===== config.mk =====
export PLATFORM = sky130hd
export DESIGN_NAME = rca_word_sequencer_flat
export DESIGN_NICKNAME = d
export VERILOG_FILES = /design/src/rtl/rca_word_sequencer_if.sv /design/src/rtl/rca_word_sequencer.sv /design/src/flat_wrapper.sv
export SDC_FILE = /design/constraint.sdc
export NUM_CORES = 1
export LEC_CHECK = 0
export BUFFER_PORTS_ARGS = -buffer_cell sky130_fd_sc_hd__buf_2
export CORE_MARGIN = 4
export CORE_UTILIZATION = 25
export CTS_CLUSTER_SIZE = 12
export DETAILED_ROUTE_END_ITERATION = 16
export GPL_ROUTABILITY_DRIVEN = 0
export PLACE_DENSITY_LB_ADDON = 0.08
export SLEW_MARGIN = 10
export SYNTH_ARGS = -nofsm -noshare
export SYNTH_HDL_FRONTEND = slang
export SYNTH_SLANG_ARGS = --single-unit

===== constraint.sdc =====
create_clock -name clk -period 5.8 [get_ports clk]
set_clock_uncertainty 0.2 [all_clocks]
set_input_delay 0 -clock clk [delete_from_list [all_inputs] [get_ports clk]]
set_output_delay 0 -clock clk [all_outputs]
set_load 0.1 [all_outputs]

===== src/rtl/rca_word_sequencer_if.sv =====
// Operand/result handshake bundle for rca_word_sequencer.
// master drives operands and out_ready; slave is the sequencer itself.
interface rca_word_sequencer_if #(
  parameter int unsigned WIDTH = 8,
  parameter int unsigned WORDS = 4
) ();

  logic                   in_valid;
  logic                   in_ready;
  logic [WORDS*WIDTH-1:0] a;
  logic [WORDS*WIDTH-1:0] b;
  logic                   cin;
  logic                   sub;
  logic                   out_valid;
  logic                   out_ready;
  logic [WORDS*WIDTH-1:0] sum;
  logic                   cout;
  logic                   ovf;
  logic                   busy;

  modport master (
    output in_valid, a, b, cin, sub, out_ready,
    input  in_ready, out_valid, sum, cout, ovf, busy
  );

  modport slave (
    input  in_valid, a, b, cin, sub, out_ready,
    output in_ready, out_valid, sum, cout, ovf, busy
  );

endinterface


===== src/rtl/rca_word_sequencer.sv =====
// Wide adder/subtractor that reuses one WIDTH-bit ripple-carry slice once per
// word, LSB word first, with the inter-slice carry held in a register.
module rca_word_sequencer #(
  parameter int unsigned WIDTH = 8,
  parameter int unsigned WORDS = 4
) (
  input  logic                 clk,
  input  logic                 rst_n,
  rca_word_sequencer_if.slave  bus
);

  localparam int unsigned N    = WORDS * WIDTH;
  localparam int unsigned IdxW = (WORDS > 1) ? $clog2(WORDS) : 1;

  localparam logic [1:0] StIdle = 2'd0;
  localparam logic [1:0] StRun  = 2'd1;
  localparam logic [1:0] StDone = 2'd2;

  logic [1:0]      state_q, state_d;
  logic [N-1:0]    a_q, a_d;
  logic [N-1:0]    b_q, b_d;      // B already inverted for subtraction
  logic            carry_q, carry_d;
  logic [IdxW-1:0] idx_q, idx_d;
  logic [N-1:0]    sum_q, sum_d;
  logic            cout_q, cout_d;
  logic            ovf_q, ovf_d;

  int unsigned     base;
  logic [WIDTH-1:0] slice_a, slice_b, slice_s;
  logic [WIDTH:0]   chain;
  logic             last;

  // Shared ripple-carry slice operating on the word selected by idx_q.
  always_comb begin
    base     = 32'(idx_q) * WIDTH;
    slice_a  = a_q[base +: WIDTH];
    slice_b  = b_q[base +: WIDTH];
    chain    = '0;
    slice_s  = '0;
    chain[0] = carry_q;
    for (int i = 0; i < int'(WIDTH); i++) begin
      slice_s[i]   = slice_a[i] ^ slice_b[i] ^ chain[i];
      chain[i+1]   = (slice_a[i] & slice_b[i]) | ((slice_a[i] ^ slice_b[i]) & chain[i]);
    end
    last = (idx_q == IdxW'(WORDS - 1));
  end

  // Next-state and datapath register updates.
  always_comb begin
    state_d = state_q;
    a_d     = a_q;
    b_d     = b_q;
    carry_d = carry_q;
    idx_d   = idx_q;
    sum_d   = sum_q;
    cout_d  = cout_q;
    ovf_d   = ovf_q;
    case (state_q)
      StIdle: begin
        if (bus.in_valid) begin
          a_d     = bus.a;
          b_d     = bus.b ^ {N{bus.sub}};
          // Subtraction is A + ~B + 1, so cin is replaced by 1.
          carry_d = bus.sub | bus.cin;
          idx_d   = '0;
          state_d = StRun;
        end
      end
      StRun: begin
        sum_d[base +: WIDTH] = slice_s;
        carry_d              = chain[WIDTH];
        if (last) begin
          cout_d  = chain[WIDTH];
          ovf_d   = (a_q[N-1] == b_q[N-1]) & (slice_s[WIDTH-1] != a_q[N-1]);
          idx_d   = '0;
          state_d = StDone;
        end else begin
          idx_d = idx_q + IdxW'(1);
        end
      end
      StDone: begin
        if (bus.out_ready) begin
          state_d = StIdle;
        end
      end
      default: state_d = StIdle;
    endcase
  end

  // State registers; everything clears asynchronously on rst_n low.
  always_ff @(posedge clk or negedge rst_n) begin
    if (!rst_n) begin
      state_q <= StIdle;
      a_q     <= '0;
      b_q     <= '0;
      carry_q <= 1'b0;
      idx_q   <= '0;
      sum_q   <= '0;
      cout_q  <= 1'b0;
      ovf_q   <= 1'b0;
    end else begin
      state_q <= state_d;
      a_q     <= a_d;
      b_q     <= b_d;
      carry_q <= carry_d;
      idx_q   <= idx_d;
      sum_q   <= sum_d;
      cout_q  <= cout_d;
      ovf_q   <= ovf_d;
    end
  end

  assign bus.in_ready  = (state_q == StIdle);
  assign bus.out_valid = (state_q == StDone);
  assign bus.busy      = (state_q != StIdle);
  assign bus.sum       = sum_q;
  assign bus.cout      = cout_q;
  assign bus.ovf       = ovf_q;

endmodule

===== src/flat_wrapper.sv =====
// flat-port wrapper written by rule: the top's interface ports become plain ports
module rca_word_sequencer_flat 
#(
  parameter int unsigned WIDTH = 8,
  parameter int unsigned WORDS = 4
)
  (clk, rst_n, bus_in_valid, bus_a, bus_b, bus_cin, bus_sub, bus_out_ready, bus_in_ready, bus_out_valid, bus_sum, bus_cout, bus_ovf, bus_busy);
  rca_word_sequencer_if #(.WIDTH(WIDTH), .WORDS(WORDS)) bus_i ();
  input  logic clk;
  input  logic rst_n;
  input wire logic [$bits(bus_i.in_valid)-1:0] bus_in_valid;
  input wire logic [$bits(bus_i.a)-1:0] bus_a;
  input wire logic [$bits(bus_i.b)-1:0] bus_b;
  input wire logic [$bits(bus_i.cin)-1:0] bus_cin;
  input wire logic [$bits(bus_i.sub)-1:0] bus_sub;
  input wire logic [$bits(bus_i.out_ready)-1:0] bus_out_ready;
  output wire logic [$bits(bus_i.in_ready)-1:0] bus_in_ready;
  output wire logic [$bits(bus_i.out_valid)-1:0] bus_out_valid;
  output wire logic [$bits(bus_i.sum)-1:0] bus_sum;
  output wire logic [$bits(bus_i.cout)-1:0] bus_cout;
  output wire logic [$bits(bus_i.ovf)-1:0] bus_ovf;
  output wire logic [$bits(bus_i.busy)-1:0] bus_busy;
  assign bus_i.in_valid = bus_in_valid;
  assign bus_i.a = bus_a;
  assign bus_i.b = bus_b;
  assign bus_i.cin = bus_cin;
  assign bus_i.sub = bus_sub;
  assign bus_i.out_ready = bus_out_ready;
  assign bus_in_ready = bus_i.in_ready;
  assign bus_out_valid = bus_i.out_valid;
  assign bus_sum = bus_i.sum;
  assign bus_cout = bus_i.cout;
  assign bus_ovf = bus_i.ovf;
  assign bus_busy = bus_i.busy;
  rca_word_sequencer #(.WIDTH(WIDTH), .WORDS(WORDS)) u_core (.clk(clk), .rst_n(rst_n), .bus(bus_i));
endmodule

==> results of run 1 <==
## kinds of logic after synthesis
family                   after synthesis  synth area share (%)
multiplexers                          50                 15.42
AND/OR/NAND/NOR                       57                 5.866
AO/OA/AOI/OAI                         70                 10.10
buffers and inverters                 40                 4.464
XOR/XNOR                              32                 5.814
adder cells (fa/ha/maj)               14                 4.879
flip-flops                           103                 53.46
## worst register-to-register path, delay by kind of cell, from the launching register on
family,cells,cell delay (ns)
AO/OA/AOI/OAI,1,0.07
adder cells (fa/ha/maj),7,2.92
buffers and inverters,3,0.36
flip-flops,1,0.47
multiplexers,2,0.59
AND/OR/NAND/NOR,1,0.10
## flip-flops by register name (all words and copies together) (netlist names)
name / cells
u_core.a_q: 32
u_core.bus.ovf: 1
u_core.bus.sum: 32
u_core.carry_q: 1
u_core.b_q: 32
u_core.idx_q: 2
u_core.bus.cout: 1
u_core.state_q: 2
## power groups by stage
stage	Combinational (mW)	Clock, mW	Sequential, mW
floorplan	1.34	0	1.73
global placement	2.43	0	1.28
detailed placement	2.43	0	1.28
CTS	2.48	0.679	1.27
global route	2.65	0.706	1.30
finish	2.42	0.656	1.25
## area by class of cell
cell class                      instances  area (µm²)  share of cell area, %
Sequential cell                       103        2577                  39.16
Clock inverter                          2       35.03                 0.5322
Timing Repair Buffer                  178        1241                  18.86
Clock buffer                           14       294.0                  4.467
Inverter                               20       75.07                  1.140
Multi-Input combinational cell        223        2034                  30.91
Tap cell                              260       325.3                  4.942
## worst max-delay path by stage
stage,startpoint,endpoint,slack (ns),depth (start not counted)
global route,u_core.idx_q[0],u_core.bus.ovf,0.74,14
floorplan,u_core.idx_q[0],u_core.bus.ovf,1.03,16
CTS,u_core.idx_q[0],u_core.bus.ovf,0.92,14
finish,u_core.idx_q[0],u_core.bus.ovf,0.98,14
detailed placement,u_core.idx_q[0],u_core.bus.ovf,0.94,14
global placement,u_core.idx_q[0],u_core.bus.ovf,0.98,14
## per-layer routing
layer | track usage [%] | vias up | wire length, µm
li1 | - | 1628 | -
met3 | 3.177 | 10 | 582
met5 | 0 | - | 0
met1 | 16.14 | 1664 | 5925
met4 | 3.434 | 0 | 142
met2 | 20.44 | 80 | 6166
## layout by cell type, fill, tap and decap left out, types with 2 or more instances in the layout
cell type and n:
sky130_fd_sc_hd__a22o_1 2, sky130_fd_sc_hd__mux4_2 16, sky130_fd_sc_hd__clkbuf_8 5, sky130_fd_sc_hd__dfrtp_1 103, sky130_fd_sc_hd__xnor2_1 32, sky130_fd_sc_hd__nor2b_1 2, sky130_fd_sc_hd__buf_2 105, sky130_fd_sc_hd__mux2_2 34
sky130_fd_sc_hd__o2bb2ai_1 30, sky130_fd_sc_hd__clkbuf_16 9, sky130_fd_sc_hd__a21oi_1 32, sky130_fd_sc_hd__ha_1 6, sky130_fd_sc_hd__o31ai_1 2, sky130_fd_sc_hd__fa_1 8, sky130_fd_sc_hd__nor2_1 34, sky130_fd_sc_hd__nand2b_1 3
sky130_fd_sc_hd__nand2_1 6, sky130_fd_sc_hd__buf_4 6, sky130_fd_sc_hd__inv_1 20, sky130_fd_sc_hd__dlygate4sd3_1 67, sky130_fd_sc_hd__nand4_2 2
## repair_timing
action	CTS	global route
endpoints found under the hold margin	116	0
endpoints found under the setup margin	0	0
setup buffers	0	0
hold buffers	67	0
## through the flow
stage	setup slack [ns]	total power [mW]
2_1_floorplan	1.028	3.076
3_3_place_gp	0.9789	3.703
3_5_place_dp	0.9420	3.709
4_1_cts	0.9230	4.423
5_1_grt	0.7401	4.658
6_report	0.9822	4.332
==> results by stage, run 1 <==
Logic synthesis:
- The prevailing post-synth register cell is sky130_fd_sc_hd__dfrtp_1.
- The number of nets in the synthesized netlist is 450.
- Of the post-synthesis cell area, the dominant cell type holds a little over half.
- In the post-synthesis netlist, the biggest area contributors are sky130_fd_sc_hd__dfrtp_1 (53%), sky130_fd_sc_hd__mux2_2 (7.9%), sky130_fd_sc_hd__mux4_2 (7.5%), sky130_fd_sc_hd__xnor2_1 (5.8%), sky130_fd_sc_hd__o2bb2ai_1 (5.5%).
- Averaged over all synthesized cells, the footprint is between 10 and 15 µm².
- The library cell with the largest summed area after synthesis is sky130_fd_sc_hd__dfrtp_1.
- The synthesized cell area is about 0.0048 mm².
- Ranked by instance count, the synthesized netlist is headed by sky130_fd_sc_hd__dfrtp_1 (103), sky130_fd_sc_hd__mux2_2 (34), sky130_fd_sc_hd__nor2_1 (34), sky130_fd_sc_hd__a21oi_1 (32), sky130_fd_sc_hd__xnor2_1 (32).
- For this run, asynchronously set or reset flops after synthesis account for 100.0%.
- After synthesis, the netlist uses 32 different library cells.
- The total of flip-flops plus latches after synthesis is just over 100.
- For this run, the number of Yosys warnings is 0.
- In the post-synthesis netlist, the cell with the most instances is sky130_fd_sc_hd__dfrtp_1.
- Yosys mapped a number of flops with a built-in enable equal to 0.
- The number of instances in the synthesized netlist is ~370.
- The register area share after synthesis is roughly 53%.

Power and ir drop:
- For this design the static power due to leakage is between 2 and 3 nW.
- For this design the total switching power over the nets is approximately 2 mW.
- The clock network burns about 15% of the power.
- The share of total power in combinational logic is between 50% and 60%.
- The total power per unit cell area is about 660 mW/mm².
- Sequential cells burn 28.9% of the power.
- The maximum VDD drop is 277.4 µV.
- In this run switching power makes up between 40% and 50% of total power.
- The internal power is 2.275 mW.

Critical path:
- The worst setup path is of the reg -> reg kind.
- The nature of the critical path endpoint is a flop.
- At the worst endpoint, the arrival time is ~5 ns.
- The worst setup slack for register-to-register paths is about 0.98 ns.
- The peak per-stage delay on the critical path is approximately 0.47 ns.
- The number of cells on the worst reg-to-reg path is 14.
- The cell family contributing the most delay on the critical path is adder cells.
- Traced cell by cell, the critical path runs through buf_4, mux4_2, inv_1, fa_1, fa_1, fa_1, fa_1, fa_1, fa_1, inv_1, fa_1, nand2b_1, o22ai_1, mux2_2.
- STA classifies the critical path startpoint as a flop.
- The reg-to-reg startpoint is u_core.idx_q[0].
- At the worst endpoint, the required time is 5.84 ns.
- The total buffers and inverters traversed by the critical path is 3.
- The most common cell type on the critical path is sky130_fd_sc_hd__fa_1.
- Of all nets on the critical path, the largest fanout is 8.
- The endpoint of the lowest-slack register-to-register path is u_core.bus.ovf.
- The slowest cell on the critical path is sky130_fd_sc_hd__dfrtp_1.

Global route:
- Summed over all layers, the global routing overflow is 0.
- The number of antenna violations at the first check in global routing was 0.
- The via count of the first global-routing pass is about 3700.
- The overall fraction of global-route tracks in use is between 10% and 20%.
- The global-route wire length before repair is just over 20000 µm.
- Entering global routing, the biggest net connects 102 pins.

CTS:
- For the worst-skew pair, the clock arrives at the later sink with an insertion delay of roughly 0.35 ns.
- CTS saw 103 sinks.
- The number of levels in the clock H-tree is 3.
- TritonCTS created 9 clock buffers.
- Counting along the longest clock path gives a buffer depth of 2.
- TritonCTS built the clock tree.
- The tree is rooted in a sky130_fd_sc_hd__clkbuf_16.
- Gates resized during post-CTS repair numbered 0.
- The clock transition time at the flip-flop clock pins of the worst setup and hold paths is roughly 0.070 ns.

STA:
- Setup repair after global routing left no endpoint under its margin.
- The transition time of the tightest slew-check pin is roughly 1.1 ns.
- The setup TNS is 0 ns.
- The final critical path takes up 83.07% of the cycle.
- The headroom to the max-slew limit is between 20% and 30%.
- Final hold analysis gives a worst-case slack of 0.02427 ns.
- The max-slew violation total from the final report came to 0.
- The time the worst path needs with I/O delays and setup is roughly 4.8 ns.
- The final-report hold violation count is 0.
- The highest clock frequency the design can meet is ~210 MHz.
- The final-report setup violation count is 0.

Drt:
- Wires add up to 12820 µm.
- The via total after detailed routing is around 3400.
- Before antenna repair, the detailed router went through 4 iterations.
- Once detail routing completed, the nets flagged for antenna violations numbered 0.
- The wire length per cell is approximately 16 µm.
- The number of design rule violations left after detail routing is 0.
- After detailed routing, the number of vias per cell comes to roughly 4.2.
- After the first detailed-routing iteration, the DRC count stood at 113.

Floorplan:
- The floorplan has 50 rows.
- From left edge to right edge, the die measures roughly 150 µm.
- The full die area is ~0.022 mm².
- For this configuration, the core starts out at a cell density of 25.60%.
- From bottom edge to top edge, the die measures approximately 150 µm.
- During I/O placement, the number of pins put on the boundary was 107.
- The floorplan step defined a core boundary enclosing about 0.019 mm².

Place:
- In this run the tool buffered the top-level ports with between 100 and 150 buffer cells.
- Including well taps, the total number of placed cells is just over 700.
- After legalization and detailed placement, the total HPWL measured 9336 µm.
- The area of placed instances is approximately 0.0056 mm².

Finish:
- The final layout contains roughly 620 nets.
- The number of antenna diodes in the final layout is 0.
- The relative area change from synthesis to final layout is 36.54%.
- The final core utilization is about a third.
- The number of non-filler instances in the completed layout is 800.
- With fillers left out, the area of the finished cells amounts to between 0.006 and 0.007 mm².
- The share of post-route cells with drive strength above 1 is between 30 and 40%.
- The filler cells instantiated in the layout total around 1900.

Status:
- The flow ran to the end, and the final reports show no timing, DRC or antenna violations.

Run:
- The number of max-cap violations is 0.

Min path:
- The min-delay analysis places its worst path in the category in -> async.
Note: power is estimated with default switching activity, not from simulation.
==> run 2: changes to the inputs <==
Clock period 5.8 ns to 4.5 ns, I/O delays scaled along.
==> run 2 against run 1 <==
Against the previous run: die area did not move; via count up 2.8%; sequential share of layout area down 0.49 points; clock power is 33% higher; fmax rose by 8.8%; global-route usage increased by 0.15 points; hold slack improved by 0.057 ns; first-iteration DRC count up 17%; sequential power grew 29%; critical path type unchanged.
==> results by stage, run 2 (synthesis gave the netlist of run 1 again) <==
Status:
- The flow ran to the end, and the final reports show no timing, DRC or antenna violations.

CTS:
- For this design, the sink count on the clock tree is 103.
- The clock transition time at the flip-flop clock pins of the worst setup and hold paths is 0.07 ns.
- The number of buffers inserted during clock tree synthesis is 9.
- The TritonCTS clock tree is done.
- The CTS root buffer is sky130_fd_sc_hd__clkbuf_16.
- Counting along the longest clock path gives a buffer depth of 2.
- At the later pin of the worst-skew pair, clock insertion delay measures about 0.35 ns.
- The number of levels in the clock H-tree is 3.

Min path:
- The worst hold path belongs to the class in -> async.

Finish:
- The relative area change from synthesis to final layout is 38.33%.
- The count of inserted antenna diode cells is 0.
- Excluding fillers, the count of instances in the completed layout stands at between 800 and 900.
- Leaving out fill and tap cells, the most frequent cells in the layout are sky130_fd_sc_hd__buf_2 (105), sky130_fd_sc_hd__dfrtp_1 (102), sky130_fd_sc_hd__dlygate4sd3_1 (67).
- The library cell used most frequently in the layout, excluding fill and tap cells, is sky130_fd_sc_hd__buf_2.
- The layout has around 1900 filler cells.
- The register area is around 0.0026 mm².
- Once layout is complete, the utilization of the core stands at around 35%.
- The layout net count is about 630.
- Summing all multi-input logic gate instances after layout gives ~0.002 mm².
- The share of post-route cells with drive strength above 1 is 36.50%.

STA:
- Final hold analysis gives a worst-case slack of just over 0.08 ns.
- The fraction of the cycle the final worst path needs is 98.36%.
- The final-report hold violation count is 0.
- Setup repair after global routing could not meet its margin everywhere.
- Setup slack on the critical path of the routed design comes to around 0.074 ns.
- The transition time of the tightest slew-check pin is 1.091 ns.
- The max-slew violation total from the final report is 0.
- The time the worst path needs with I/O delays and setup is roughly 4.4 ns.
- Setup violations remaining at the end of the flow were counted as 0.
- The highest clock frequency the design can meet is around 230 MHz.
- In this run the tightest slew margin relative to its limit is between 20% and 30%.

Global route:
- Entering global routing, the biggest net connects 102 pins.
- The overall fraction of global-route tracks in use is 12.52%.
- The number of antenna violations at the first check in global routing is 0.
- The global-route wire length before repair is roughly 21000 µm.
- The via count of the first global-routing pass came to about 3600.
- The residual overflow from global routing is 0.

Critical path:
- The worst setup path is launched from a flop.
- The nature of the critical path endpoint is a flop.
- The most critical setup path has its startpoint at u_core.idx_q[0].
- The reg-to-reg startpoint is u_core.idx_q[0].
- For the worst setup path, the data arrival time is between 4 and 5 ns.
- The critical setup path kind is reg -> reg.
- The required time of the critical path is ~4.5 ns.
- The worst-path maximum fanout is 4.

Place:
- Timing analysis after detailed placement gives a worst setup slack of -0.1168 ns.
- After legalization and detailed placement, the total HPWL measured between 9000 and 10000 µm.
- The number of instances in the placed design is slightly above 700.
- The number of buffers inserted by port buffering is around 110.

Power and ir drop:
- The leakage component of the power is slightly below 3 nW.
- Across the VDD grid, the largest voltage drop is between 200 and 300 µV.
- In this run the power density over the cells is ~870 mW/mm².

Floorplan:
- The floorplan has 50 rows.
- The top-level port count is 107.
- In this run the vertical extent of the chip is between 100 and 150 µm.
- The die extent in x is between 100 and 150 µm.
- The starting utilization of the core area is 25.60%.
- The core area is about 0.019 mm².
- The full die area is about 0.022 mm².

Drt:
- Dividing the detail-routed via count by the number of cells gives between 4 and 5.
- After detailed routing, the number of remaining DRC violations is 0.
- The first TritonRoute pass finished after 4 iterations.
- In the final routed layout, each cell accounts on average for ~16 µm.
- Once detail routing completed, the nets flagged for antenna violations numbered 0.
- For this block, the routed nets add up to approximately 13000 µm of wire.
- The detailed router finished its first iteration with ~130 violations.
- The via total after detailed routing is 3476.

Run:
- The number of max-cap violations is 0.
==> run 2: repair_timing <==
action / in CTS / in global routing
hold buffers: 67 / 0
buffers inserted: 2 / 0
pin swaps: 2 / 1
resized for setup: 4 / 0
endpoints found under the hold margin: 129 / 0
setup endpoints to repair: 5 / 5
==> run 2: final timing paths <==
| path | to | slack [ns] | cells after the start |
|---|---|---|---|
| hold / removal | u_core.a_q[4] | 0.08 | 2 |
| hold reg to reg | u_core.bus.sum[17] | 0.29 | 1 |
| setup / recovery | u_core.bus.ovf | 0.07 | 14 |
| min in group clk | u_core.state_q[1] | 0.18 | 3 |
| setup reg to reg | u_core.bus.ovf | 0.07 | 14 |
| max in group asynchronous | u_core.b_q[29] | 2.96 | 3 |
==> run 2: area by class of cell <==
| type | count | area share (%) |
|---|---|---|
| inverters | 20 | 1.126 |
| flip-flops and latches | 103 | 38.67 |
| clock inverters | 3 | 0.9756 |
| multi-input cells | 223 | 30.73 |
| clock buffers | 12 | 3.996 |
| repair buffers | 187 | 19.62 |
| well taps | 260 | 4.878 |
==> run 2: metal layers <==
metal / part of all wire (%) / routed length, µm / track usage [%] / vias to the layer above
met2: 48 / 6153 / 20.03 / 76
met3: 5.2 / 670 / 3.732 / 9
li1: - / - / - / 1649
met4: 0.92 / 119 / 2.822 / 0
met5: 0 / 0 / 0 / -
met1: 46 / 5971 / 16.84 / 1742
==> run 2: report_power, final <==
part           leakage, nW  switching [mW]  internal (mW)
Sequential            1.25           0.268           1.34
Clock                0.165           0.345          0.529
Combinational         1.56            2.08           1.22
==> run 2: critical path, stage by stage (launching register included) <==
cell and delay [ns]:
sky130_fd_sc_hd__dfrtp_2 0.45, sky130_fd_sc_hd__mux4_2 0.37, sky130_fd_sc_hd__fa_1 0.18, sky130_fd_sc_hd__inv_1 0.05
sky130_fd_sc_hd__fa_2 0.34, sky130_fd_sc_hd__fa_2 0.37, sky130_fd_sc_hd__fa_2 0.37, sky130_fd_sc_hd__fa_2 0.36
sky130_fd_sc_hd__fa_2 0.37, sky130_fd_sc_hd__fa_2 0.36, sky130_fd_sc_hd__inv_2 0.07, sky130_fd_sc_hd__fa_1 0.42
sky130_fd_sc_hd__nand2b_1 0.08, sky130_fd_sc_hd__o22ai_1 0.07, sky130_fd_sc_hd__mux2_2 0.26
==> run 2: per-stage QoR <==
step	power (mW)	TNS [ns]	cell area (µm²)
after floorplan	4.001	-0.1219	4831
after global placement	4.886	-0.04221	5645
after detailed placement	4.900	-0.2258	5645
after CTS	5.897	0	6669
after global routing	6.210	-0.2630	6669
final	5.777	0	6669
